`src/rtl/rdpb18_pkg.sv`:
```
// rtl/rdpb18_pkg.sv - shared constants and helpers for the rdpb18 FIFO controller
// Purpose: active-low macro strobe levels, a constant clog2 and default
//          geometry for the 128x16 rdpb18 dual-port macro.
// Ports:   none (package).
package rdpb18_pkg;

    localparam logic SRAM_EN  = 1'b0;
    localparam logic SRAM_DIS = 1'b1;

    // rdpb18_128x16_g1 geometry
    localparam int DEF_DWIDTH = 16;
    localparam int DEF_AWIDTH = 7;

    // Bits needed to hold values 0..value-1; clog2(1) = 0.
    function automatic int clog2(input int value);
        int r;
        r = 0;
        for (int i = 0; i < 31; i++) begin
            if ((1 << i) < value) begin
                r = i + 1;
            end
        end
        return r;
    endfunction

endpackage

```
`src/rtl/rdpb18_fifo_ctrl_skid2.sv`:
```
// rtl/rdpb18_fifo_ctrl_skid2.sv - two-entry output buffer behind the SRAM read port
// Purpose: holds up to two words read from the macro so a full-rate stream
//          survives the one-cycle read latency.
// Ports:   clk, rst (sync, active-high); push/push_data write the tail;
//          pop removes the head; cnt = occupancy 0..2; head_data = head word.
module fifo_skid2
    import rdpb18_pkg::*;
#(
    parameter int DWIDTH = DEF_DWIDTH
) (
    input  logic              clk,
    input  logic              rst,
    input  logic              push,
    input  logic [DWIDTH-1:0] push_data,
    input  logic              pop,
    output logic [1:0]        cnt,
    output logic [DWIDTH-1:0] head_data
);

    logic [DWIDTH-1:0] e0_q, e0_d, e1_q, e1_d;
    logic [1:0]        cnt_q, cnt_d;
    logic              do_pop, do_push;

    always_comb begin
        e0_d    = e0_q;
        e1_d    = e1_q;
        cnt_d   = cnt_q;
        do_pop  = pop && (cnt_q != 2'd0);
        // A push into a full buffer is only legal when the head leaves.
        do_push = push && ((cnt_q != 2'd2) || do_pop);
        case (cnt_q)
            2'd0: begin
                if (do_push) begin
                    e0_d  = push_data;
                    cnt_d = 2'd1;
                end
            end
            2'd1: begin
                if (do_push && do_pop) begin
                    e0_d = push_data;
                end else if (do_push) begin
                    e1_d  = push_data;
                    cnt_d = 2'd2;
                end else if (do_pop) begin
                    cnt_d = 2'd0;
                end
            end
            default: begin
                if (do_pop) begin
                    e0_d = e1_q;
                    if (do_push) begin
                        e1_d = push_data;
                    end else begin
                        cnt_d = 2'd1;
                    end
                end
            end
        endcase
    end

    always_ff @(posedge clk) begin
        if (rst) begin
            e0_q  <= '0;
            e1_q  <= '0;
            cnt_q <= 2'd0;
        end else begin
            e0_q  <= e0_d;
            e1_q  <= e1_d;
            cnt_q <= cnt_d;
        end
    end

    assign cnt       = cnt_q;
    assign head_data = e0_q;

endmodule

```
`src/rtl/rdpb18_fifo_ctrl.sv`:
```
// rtl/rdpb18_fifo_ctrl.sv - stream FIFO controller driving one rdpb18 dual-port SRAM macro
// Purpose: port A writes accepted input words, port B reads them back into a
//          two-entry output buffer that hides the macro read latency.
// Ports:   clk, rst (sync, active-high); in_valid/in_ready/in_data upstream;
//          out_valid/out_ready/out_data downstream; count = words held;
//          sram_* = macro address, data and active-low strobes.
module rdpb18_fifo_ctrl
    import rdpb18_pkg::*;
#(
    parameter int DWIDTH = DEF_DWIDTH,
    parameter int AWIDTH = DEF_AWIDTH,
    parameter int DEPTH  = 2 ** AWIDTH
) (
    input  logic              clk,
    input  logic              rst,
    input  logic              in_valid,
    output logic              in_ready,
    input  logic [DWIDTH-1:0] in_data,
    output logic              out_valid,
    input  logic              out_ready,
    output logic [DWIDTH-1:0] out_data,
    output logic [AWIDTH+1:0] count,
    output logic [AWIDTH-1:0] sram_aa,
    output logic              sram_csba,
    output logic              sram_weba,
    output logic              sram_reba,
    output logic              sram_oeba,
    output logic [DWIDTH-1:0] sram_ia,
    output logic [AWIDTH-1:0] sram_ab,
    output logic              sram_csbb,
    output logic              sram_webb,
    output logic              sram_rebb,
    output logic              sram_oebb,
    input  logic [DWIDTH-1:0] sram_ob
);

    localparam int               CNT_W    = clog2(DEPTH + 1);
    localparam logic [CNT_W-1:0] MEM_FULL = CNT_W'(DEPTH);

    logic [AWIDTH-1:0] wptr_q, wptr_d, rptr_q, rptr_d;
    logic [CNT_W-1:0]  mem_cnt_q, mem_cnt_d;
    logic              rd_inflight_q, rd_inflight_d;
    logic [1:0]        ob_cnt;
    logic [2:0]        ob_occ;
    logic              wr_en, rd_issue, pop, push;

    always_comb begin
        out_valid = (ob_cnt != 2'd0);
        in_ready  = !rst && (mem_cnt_q != MEM_FULL);
        wr_en     = in_valid && in_ready;
        pop       = out_valid && out_ready;
        // Buffer slots already spoken for after this cycle's pop; a new read
        // is only issued when its word is guaranteed a slot on arrival.
        ob_occ    = {1'b0, ob_cnt} + {2'b00, rd_inflight_q} - {2'b00, pop};
        // mem_cnt excludes this cycle's write, so a word is never read in
        // the cycle it is written.
        rd_issue  = !rst && (mem_cnt_q != '0) && (ob_occ < 3'd2);
        // An in-flight read is dropped when reset arrives.
        push      = rd_inflight_q && !rst;

        wptr_d        = wr_en ? wptr_q + 1'b1 : wptr_q;
        rptr_d        = rd_issue ? rptr_q + 1'b1 : rptr_q;
        rd_inflight_d = rd_issue;
        mem_cnt_d     = mem_cnt_q;
        if (wr_en && !rd_issue) begin
            mem_cnt_d = mem_cnt_q + 1'b1;
        end else if (!wr_en && rd_issue) begin
            mem_cnt_d = mem_cnt_q - 1'b1;
        end

        sram_aa   = rst ? '0 : wptr_q;
        sram_ia   = in_data;
        sram_csba = wr_en ? SRAM_EN : SRAM_DIS;
        sram_weba = wr_en ? SRAM_EN : SRAM_DIS;
        sram_reba = SRAM_DIS;
        sram_oeba = SRAM_DIS;

        sram_ab   = rst ? '0 : rptr_q;
        sram_csbb = rd_issue ? SRAM_EN : SRAM_DIS;
        sram_rebb = rd_issue ? SRAM_EN : SRAM_DIS;
        sram_webb = SRAM_DIS;
        sram_oebb = rst ? SRAM_DIS : SRAM_EN;

        count = (AWIDTH+2)'(mem_cnt_q) + (AWIDTH+2)'(rd_inflight_q) + (AWIDTH+2)'(ob_cnt);
    end

    always_ff @(posedge clk) begin
        if (rst) begin
            wptr_q        <= '0;
            rptr_q        <= '0;
            mem_cnt_q     <= '0;
            rd_inflight_q <= 1'b0;
        end else begin
            wptr_q        <= wptr_d;
            rptr_q        <= rptr_d;
            mem_cnt_q     <= mem_cnt_d;
            rd_inflight_q <= rd_inflight_d;
        end
    end

    fifo_skid2 #(
        .DWIDTH(DWIDTH)
    ) u_out_buf (
        .clk      (clk),
        .rst      (rst),
        .push     (push),
        .push_data(sram_ob),
        .pop      (pop),
        .cnt      (ob_cnt),
        .head_data(out_data)
    );

endmodule

```
`config.mk`:
```
export PLATFORM = sky130hd
export DESIGN_NAME = rdpb18_fifo_ctrl
export DESIGN_NICKNAME = d
export VERILOG_FILES = /design/src/rtl/rdpb18_pkg.sv /design/src/rtl/rdpb18_fifo_ctrl_skid2.sv /design/src/rtl/rdpb18_fifo_ctrl.sv
export SDC_FILE = /design/constraint.sdc
export NUM_CORES = 1
export LEC_CHECK = 0
export BUFFER_PORTS_ARGS = -buffer_cell sky130_fd_sc_hd__buf_2
export CORE_MARGIN = 4
export CORE_UTILIZATION = 39
export DETAILED_ROUTE_END_ITERATION = 8
export PLACE_DENSITY = 0.63
export RECOVER_POWER = 25
export SETUP_SLACK_MARGIN = 0.15
export SYNTH_ARGS = -nofsm -noshare
export SYNTH_HDL_FRONTEND = slang
export SYNTH_HIERARCHICAL = 1
export SYNTH_SLANG_ARGS = --single-unit
export TNS_END_PERCENT = 10
```
`constraint.sdc`:
```
create_clock -name clk -period 5.75 [get_ports clk]
set_input_delay 0.575 -clock clk [delete_from_list [all_inputs] [get_ports clk]]
set_output_delay 0.575 -clock clk [all_outputs]
set_load 0.03 [all_outputs]
```
# [After elaboration in Yosys (flattened, before gate mapping)]
# Cells that the tools add are included.
[totals] regBits=57 input_bits=36
[op_classes] addsub=8 order_cmp=1 eq_ne=8 n_mux=22 n_bitwise=1 reduce_logical=24
[ops] operator="16-bit 2-to-1 mux" count=6
[ops] operator="16-bit case mux with 2 select lines" count=2
[ops] operator="8-bit 2-to-1 mux" count=2
[ops] operator="7-bit by 1-bit adder with 7-bit output (second input constant)" count=2
[ops] operator="7-bit 2-to-1 mux" count=2
[ops] operator="2-bit 2-to-1 mux" count=6
[ops] operator="1-bit logical AND" count=11
[ops] operator="8-bit by 1-bit adder with 9-bit output" count=1
[ops] operator="9-bit by 2-bit adder with 9-bit output" count=1
[ops] operator="8-bit by 1-bit adder with 8-bit output (second input constant)" count=1
[ops] operator="8-bit != test (second input constant)" count=1
[ops] operator="8-bit nonzero test" count=1
[ops] operator="8-bit by 1-bit subtractor with 8-bit output (second input constant)" count=1
[ops] operator="3-bit AND reduction" count=2
[ops] operator="2-bit nonzero test" count=3
[ops] operator="5-bit AND reduction" count=1
[ops] operator="2-bit by 1-bit != test with 1-bit output (second input constant)" count=2
[ops] operator="2-bit != test (second input constant)" count=2
[ops] operator="2-bit case mux with 2 select lines" count=1
[ops] operator="2-bit by 1-bit adder with 3-bit output" count=1
[ops] operator="1-bit logical NOT" count=3
[ops] operator="3-bit by 2-bit < comparator with 1-bit output (second input constant)" count=1
[ops] operator="1-bit 2-to-1 mux" count=3
[ops] operator="3-bit by 1-bit != test with 1-bit output (second input constant)" count=1
[ops] operator="other kinds (7)" count=7

# [Longest topological paths before layout]
[logic_depth] ltp_word=8 ltp_mapped=18 ltp_nobuf=17

# [By module]
# Netlist, hierarchy kept.
[modules_own_cells] mod="rdpb18_fifo_ctrl" n_inst=1 cells_each=205 area_each_um2=1760.4
[modules_own_cells] mod="fifo_skid2" n_inst=1 cells_each=157 area_each_um2=1635.3

# [Worst setup path before layout]
# OpenSTA, ideal clock, no wires.
[synth_path] kind="reg2reg" start="reg u_out_buf.cnt_q[1], in the netlist u_out_buf/cnt[1]" end="reg mem_cnt_q[7]" setup_time_ns=0.121 t_arrival_ns=4.384 required_time_ns=5.629 path_slack_ns=1.245 stages_incl_launch_ff=19 path_buffers=1 cell_sequence="dfxtp_1 > or2_2 > and2_1 > ha_1 > nand2b_1 > fa_1 > xnor2_1 > and3_1 > and2_4 > buf_6 > inv_1 > ha_1 > inv_1 > ha_1 > a21o_1 > a31o_2 > o21a_1 > o21bai_1 > mux2_2"
[synth_via] elab_chain_len=8 elab_cells_between_ends=11 classes_between="2 x add/sub; 1 x order compare; 1 x mux; 7 x reduce/logical"
[synth_lines] item="start: declaration" line="rdpb18_fifo_ctrl_skid2.sv:21" rtl="logic [1:0] cnt_q, cnt_d;"
[synth_lines] item="start signal: assignment" line="rdpb18_fifo_ctrl_skid2.sv:69" rtl="cnt_q <= cnt_d;"
[synth_lines] item="2-bit nonzero test *" line="rdpb18_fifo_ctrl.sv:48" rtl="out_valid = (ob_cnt != 2'd0);"
[synth_lines] item="via out_valid" line="rdpb18_fifo_ctrl.sv:19" rtl="output logic out_valid,"
[synth_lines] item="1-bit logical AND *" line="rdpb18_fifo_ctrl.sv:51" rtl="pop = out_valid && out_ready;"
[synth_lines] item="via pop" line="rdpb18_fifo_ctrl.sv:45" rtl="logic wr_en, rd_issue, pop, push;"
[synth_lines] item="3-bit by 1-bit subtractor with 3-bit output *" line="rdpb18_fifo_ctrl.sv:54" rtl="ob_occ = {1'b0, ob_cnt} + {2'b00, rd_inflight_q} - {2'b00, pop};"
[synth_lines] item="3-bit by 2-bit < comparator with 1-bit output *" line="rdpb18_fifo_ctrl.sv:57" rtl="rd_issue = !rst && (mem_cnt_q != '0) && (ob_occ < 3'd2);"
[synth_lines] item="1-bit logical AND *" line="rdpb18_fifo_ctrl.sv:57"
[synth_lines] item="1-bit logical NOT" line="rdpb18_fifo_ctrl.sv:65" rtl="if (wr_en && !rd_issue) begin"
[synth_lines] item="1-bit logical AND" line="rdpb18_fifo_ctrl.sv:65"
[synth_lines] item="8-bit 2-to-1 mux / 2-bit nonzero test (equally long branches)"
[synth_lines] item="end signal: assignment" line="rdpb18_fifo_ctrl.sv:96" rtl="mem_cnt_q <= mem_cnt_d;"
[synth_lines] item="end: declaration" line="rdpb18_fifo_ctrl.sv:41" rtl="logic [CNT_W-1:0] mem_cnt_q, mem_cnt_d;"
# Mark *: on every way through the listed nets, which the timed path passes. The rest lies on a longest branch.
# A chain may end at the register's enable or synchronous reset.

# [Worst setup path in the final report]
[layout_path] start="reg u_out_buf.cnt_q[0], in the netlist u_out_buf/cnt[0]" end="reg mem_cnt_q[7]"
[layout_via] elab_chain_len=8 elab_cells_between_ends=11 classes_between="2 x add/sub; 1 x order compare; 1 x mux; 7 x reduce/logical"
[layout_lines] item="2-bit nonzero test *" line="rdpb18_fifo_ctrl.sv:48"
[layout_lines] item="1-bit logical AND *" line="rdpb18_fifo_ctrl.sv:51"
[layout_lines] item="via pop" line="rdpb18_fifo_ctrl.sv:45"
[layout_lines] item="3-bit by 1-bit subtractor with 3-bit output *" line="rdpb18_fifo_ctrl.sv:54"
[layout_lines] item="3-bit by 2-bit < comparator with 1-bit output *" line="rdpb18_fifo_ctrl.sv:57"
[layout_lines] item="1-bit logical AND *" line="rdpb18_fifo_ctrl.sv:57"
[layout_lines] item="1-bit logical NOT" line="rdpb18_fifo_ctrl.sv:65"
[layout_lines] item="1-bit logical AND" line="rdpb18_fifo_ctrl.sv:65"
[layout_lines] item="8-bit 2-to-1 mux / 2-bit nonzero test (equally long branches)"
# Marked as above.

==> out/metrics.csv <==
metric;value;unit
most frequent cells in the layout;dfxtp_1, buf_2, nand2b_1;
ys flop type;dfxtp_1;
via/cell ratio;5.041;
final setup vio count;0;
max_slew headroom;0.4341;
Starting Density;0.4071;
syn avg cell area;9.381;um2
post-CTS resize count;0;
via count;2571;
Peak Freq;229.2;MHz
Final Hold Fails;0;
status;complete, no violations;
Netlist Area Pre-Place;0.003396;mm2
Die W;101.3;um
type of element launching the critical path;flip-flop;
fraction of layout cells with a size suffix above 1;0.2370;
Final min period;4.364;ns
Final ANT Viol Nets;0;
vias in the first global route;2487;
deepest clock path buffer count;2;
# fillers;837;
Final #Nets;452;
crit path DAT;4.58;ns
Layout area overhead;11.64;%
WL met2;3.557;mm
CP endpoint kind;flip-flop;
worst-path maximum fanout;7;
Ports;101;
Total Wirelength;7.296;mm
Residual DRC;0;
antenna violations before repair;0;
WL per Instance;14.31;um
Core Footprint;0.008341;mm2
dpl hpwl;5.162;mm
measured slew at the worst slew-check pin;0.8483;ns
DR pass1 iterations;4;
Clock Latency Late Sink;0.33;ns
Top Layer Used;met4;
Power Density;435.2;mW/mm2
Slew Viols, Final;0;
CTS Sinks;57;
worst setup path class;reg2reg;
Hold Path Cell Cnt;2;
global-route usage over all layers;0.1459;
Min-Delay Path Class;reg2reg;
Design Power;0.001650;W
cts bufs inserted;9;
drt initial violations;37;
CTS clk-pin slew, worst paths;0.07;ns
#FFs+latches synth;57;
reg2reg path depth;17;
Post-CTS Setup Bufs;0;
met3 wire length;334;um
Cells after Synth;362;
Synth warnings;6;
antenna cell count;0;
CTS tree;built;
Critical Path RT;5.97;ns
RSZ-0062 raised after global routing;no;
Async SR Flop Fraction;0;
Unique masters post-synth;49;
length of routed wiring on met1;3.254;mm
I/O Buffers;65;
GPL Wtd Cong;0.7878;
commonest non-fill, non-tap cell in the layout;dfxtp_1;
first-pass GRT wire length;11.89;mm
Post-synth EDFFs;0;
Layout Skew;0.009020;ns
Hold Slack;0.4749;ns
post-synthesis sequential area ratio;0.3360;
die area;0.01026;mm2
maximum VDD drop;0.1673;mV
DIE HEIGHT;101.3;um
floorplan row count;33;
period utilization;0.7589;
largest net degree at the start of global routing;49;
CTS Root Cell;clkbuf_8;
Post-CTS Hold Buffers;0;
final setup TNS;0;ns
max_cap viols;0;
aggregate global routing overflow;0;
Leakage;1.540;nW
CTS H-tree lvls;3;
-- layout make-up --
class / instances / area [um2] / share of cell area
tap: 105 / 131.4 / 0.03465
timing repair buffer: 68 / 331.6 / 0.08746
sequential: 57 / 1141 / 0.3010
multi-input combinational: 254 / 1937 / 0.5109
clock inverter: 5 / 81.33 / 0.02145
inverter: 11 / 41.29 / 0.01089
clock buffer: 10 / 127.6 / 0.03366
-- routing by layer --
| layer | GRT usage | vias to the layer above |
|---|---|---|
| met5 | 0 | - |
| met4 | 0.07464 | 0 |
| met3 | 0.02824 | 16 |
| met2 | 0.2420 | 46 |
| met1 | 0.1796 | 1215 |
| li1 | - | 1294 |
-- Yosys cell counts, types with 3 or more instances --
master	instances	area, um2
mux2i_1	36	360.4
dfxtp_1	57	1141
a21oi_1	23	115.1
buf_1	4	15.01
ha_1	11	137.6
inv_1	11	41.29
buf_6	5	56.30
buf_4	23	172.7
and3_1	5	31.28
nand3_1	10	50.05
nor2b_1	14	87.58
a211oi_1	6	45.04
nor2_1	23	86.33
mux2_2	3	33.78
fa_1	4	80.08
a21o_1	4	30.03
a31oi_1	4	25.02
o21ai_0	3	15.01
nand2b_1	37	231.5
xor2_1	12	105.1
nand2_1	9	33.78
clkbuf_1	8	30.03
xnor2_1	9	78.83
a211oi_2	10	125.1
-- per-stage QoR --
| step | util | worst slack (ns) | std cells | area (um2) |
|---|---|---|---|---|
| 2_1_floorplan | - | 1.245 | 364 | 3403 |
| 3_3_place_gp | 0.4314 | 1.513 | 495 | 3598 |
| 3_5_place_dp | 0.4314 | 1.408 | 495 | 3598 |
| 4_1_cts | 0.4565 | 1.410 | 510 | 3807 |
| 5_1_grt | 0.4545 | 1.127 | 510 | 3791 |
| 6_report | 0.4545 | 1.386 | 510 | 3791 |
-- power breakdown --
group | switching [W] | internal, W
logic | 0.000454 | 0.000266
clock network | 0.000162 | 0.000242
registers | 0.0000663 | 0.000461
total | 0.000682 | 0.000968
-- sequential cells by signal, summed over array words and instances (netlist names) --
name,cells
rptr_q,7
u_out_buf/cnt,2
rd_inflight_q,1
wptr_q,7
u_out_buf/head_data,16
u_out_buf/e1_q,16
mem_cnt_q,8
-- cell families (layout without fill, tap and decap cells) --
kind of cell	Yosys count	count (layout)	synth area share
multiplexers	41	41	0.1249
XOR/XNOR	21	21	0.05416
other	1	3	0.001104
adder cells (fa/ha/maj)	15	15	0.06411
buffers and inverters	53	94	0.09580
AO/OA/AOI/OAI	58	58	0.1245
AND/OR/NAND/NOR	116	116	0.1993
flip-flops	57	57	0.3360
-- critical path: stages (launching register included) --
cell	delay [ns]
dfxtp_1	0.35
or2_2	0.31
and2_1	0.21
ha_1	0.28
nand2b_1	0.15
fa_1	0.38
xnor2_1	0.13
and3_1	0.23
and2_4	0.21
inv_1	0.07
ha_1	0.23
inv_1	0.21
ha_1	0.34
a21o_1	0.22
a31o_2	0.27
o21a_1	0.17
o21bai_1	0.15
mux2_2	0.35
-- path summary, 6_finish.rpt --
check	startpoint	slack, ns	endpoint
max	u_out_buf/cnt[0]	1.39	mem_cnt_q[7]
min	u_out_buf/e1_q[11]	0.47	u_out_buf/e1_q[11]
max reg2reg	u_out_buf/cnt[0]	1.39	mem_cnt_q[7]
min reg2reg	u_out_buf/e1_q[11]	0.47	u_out_buf/e1_q[11]
(Power assumes the default switching activity.)
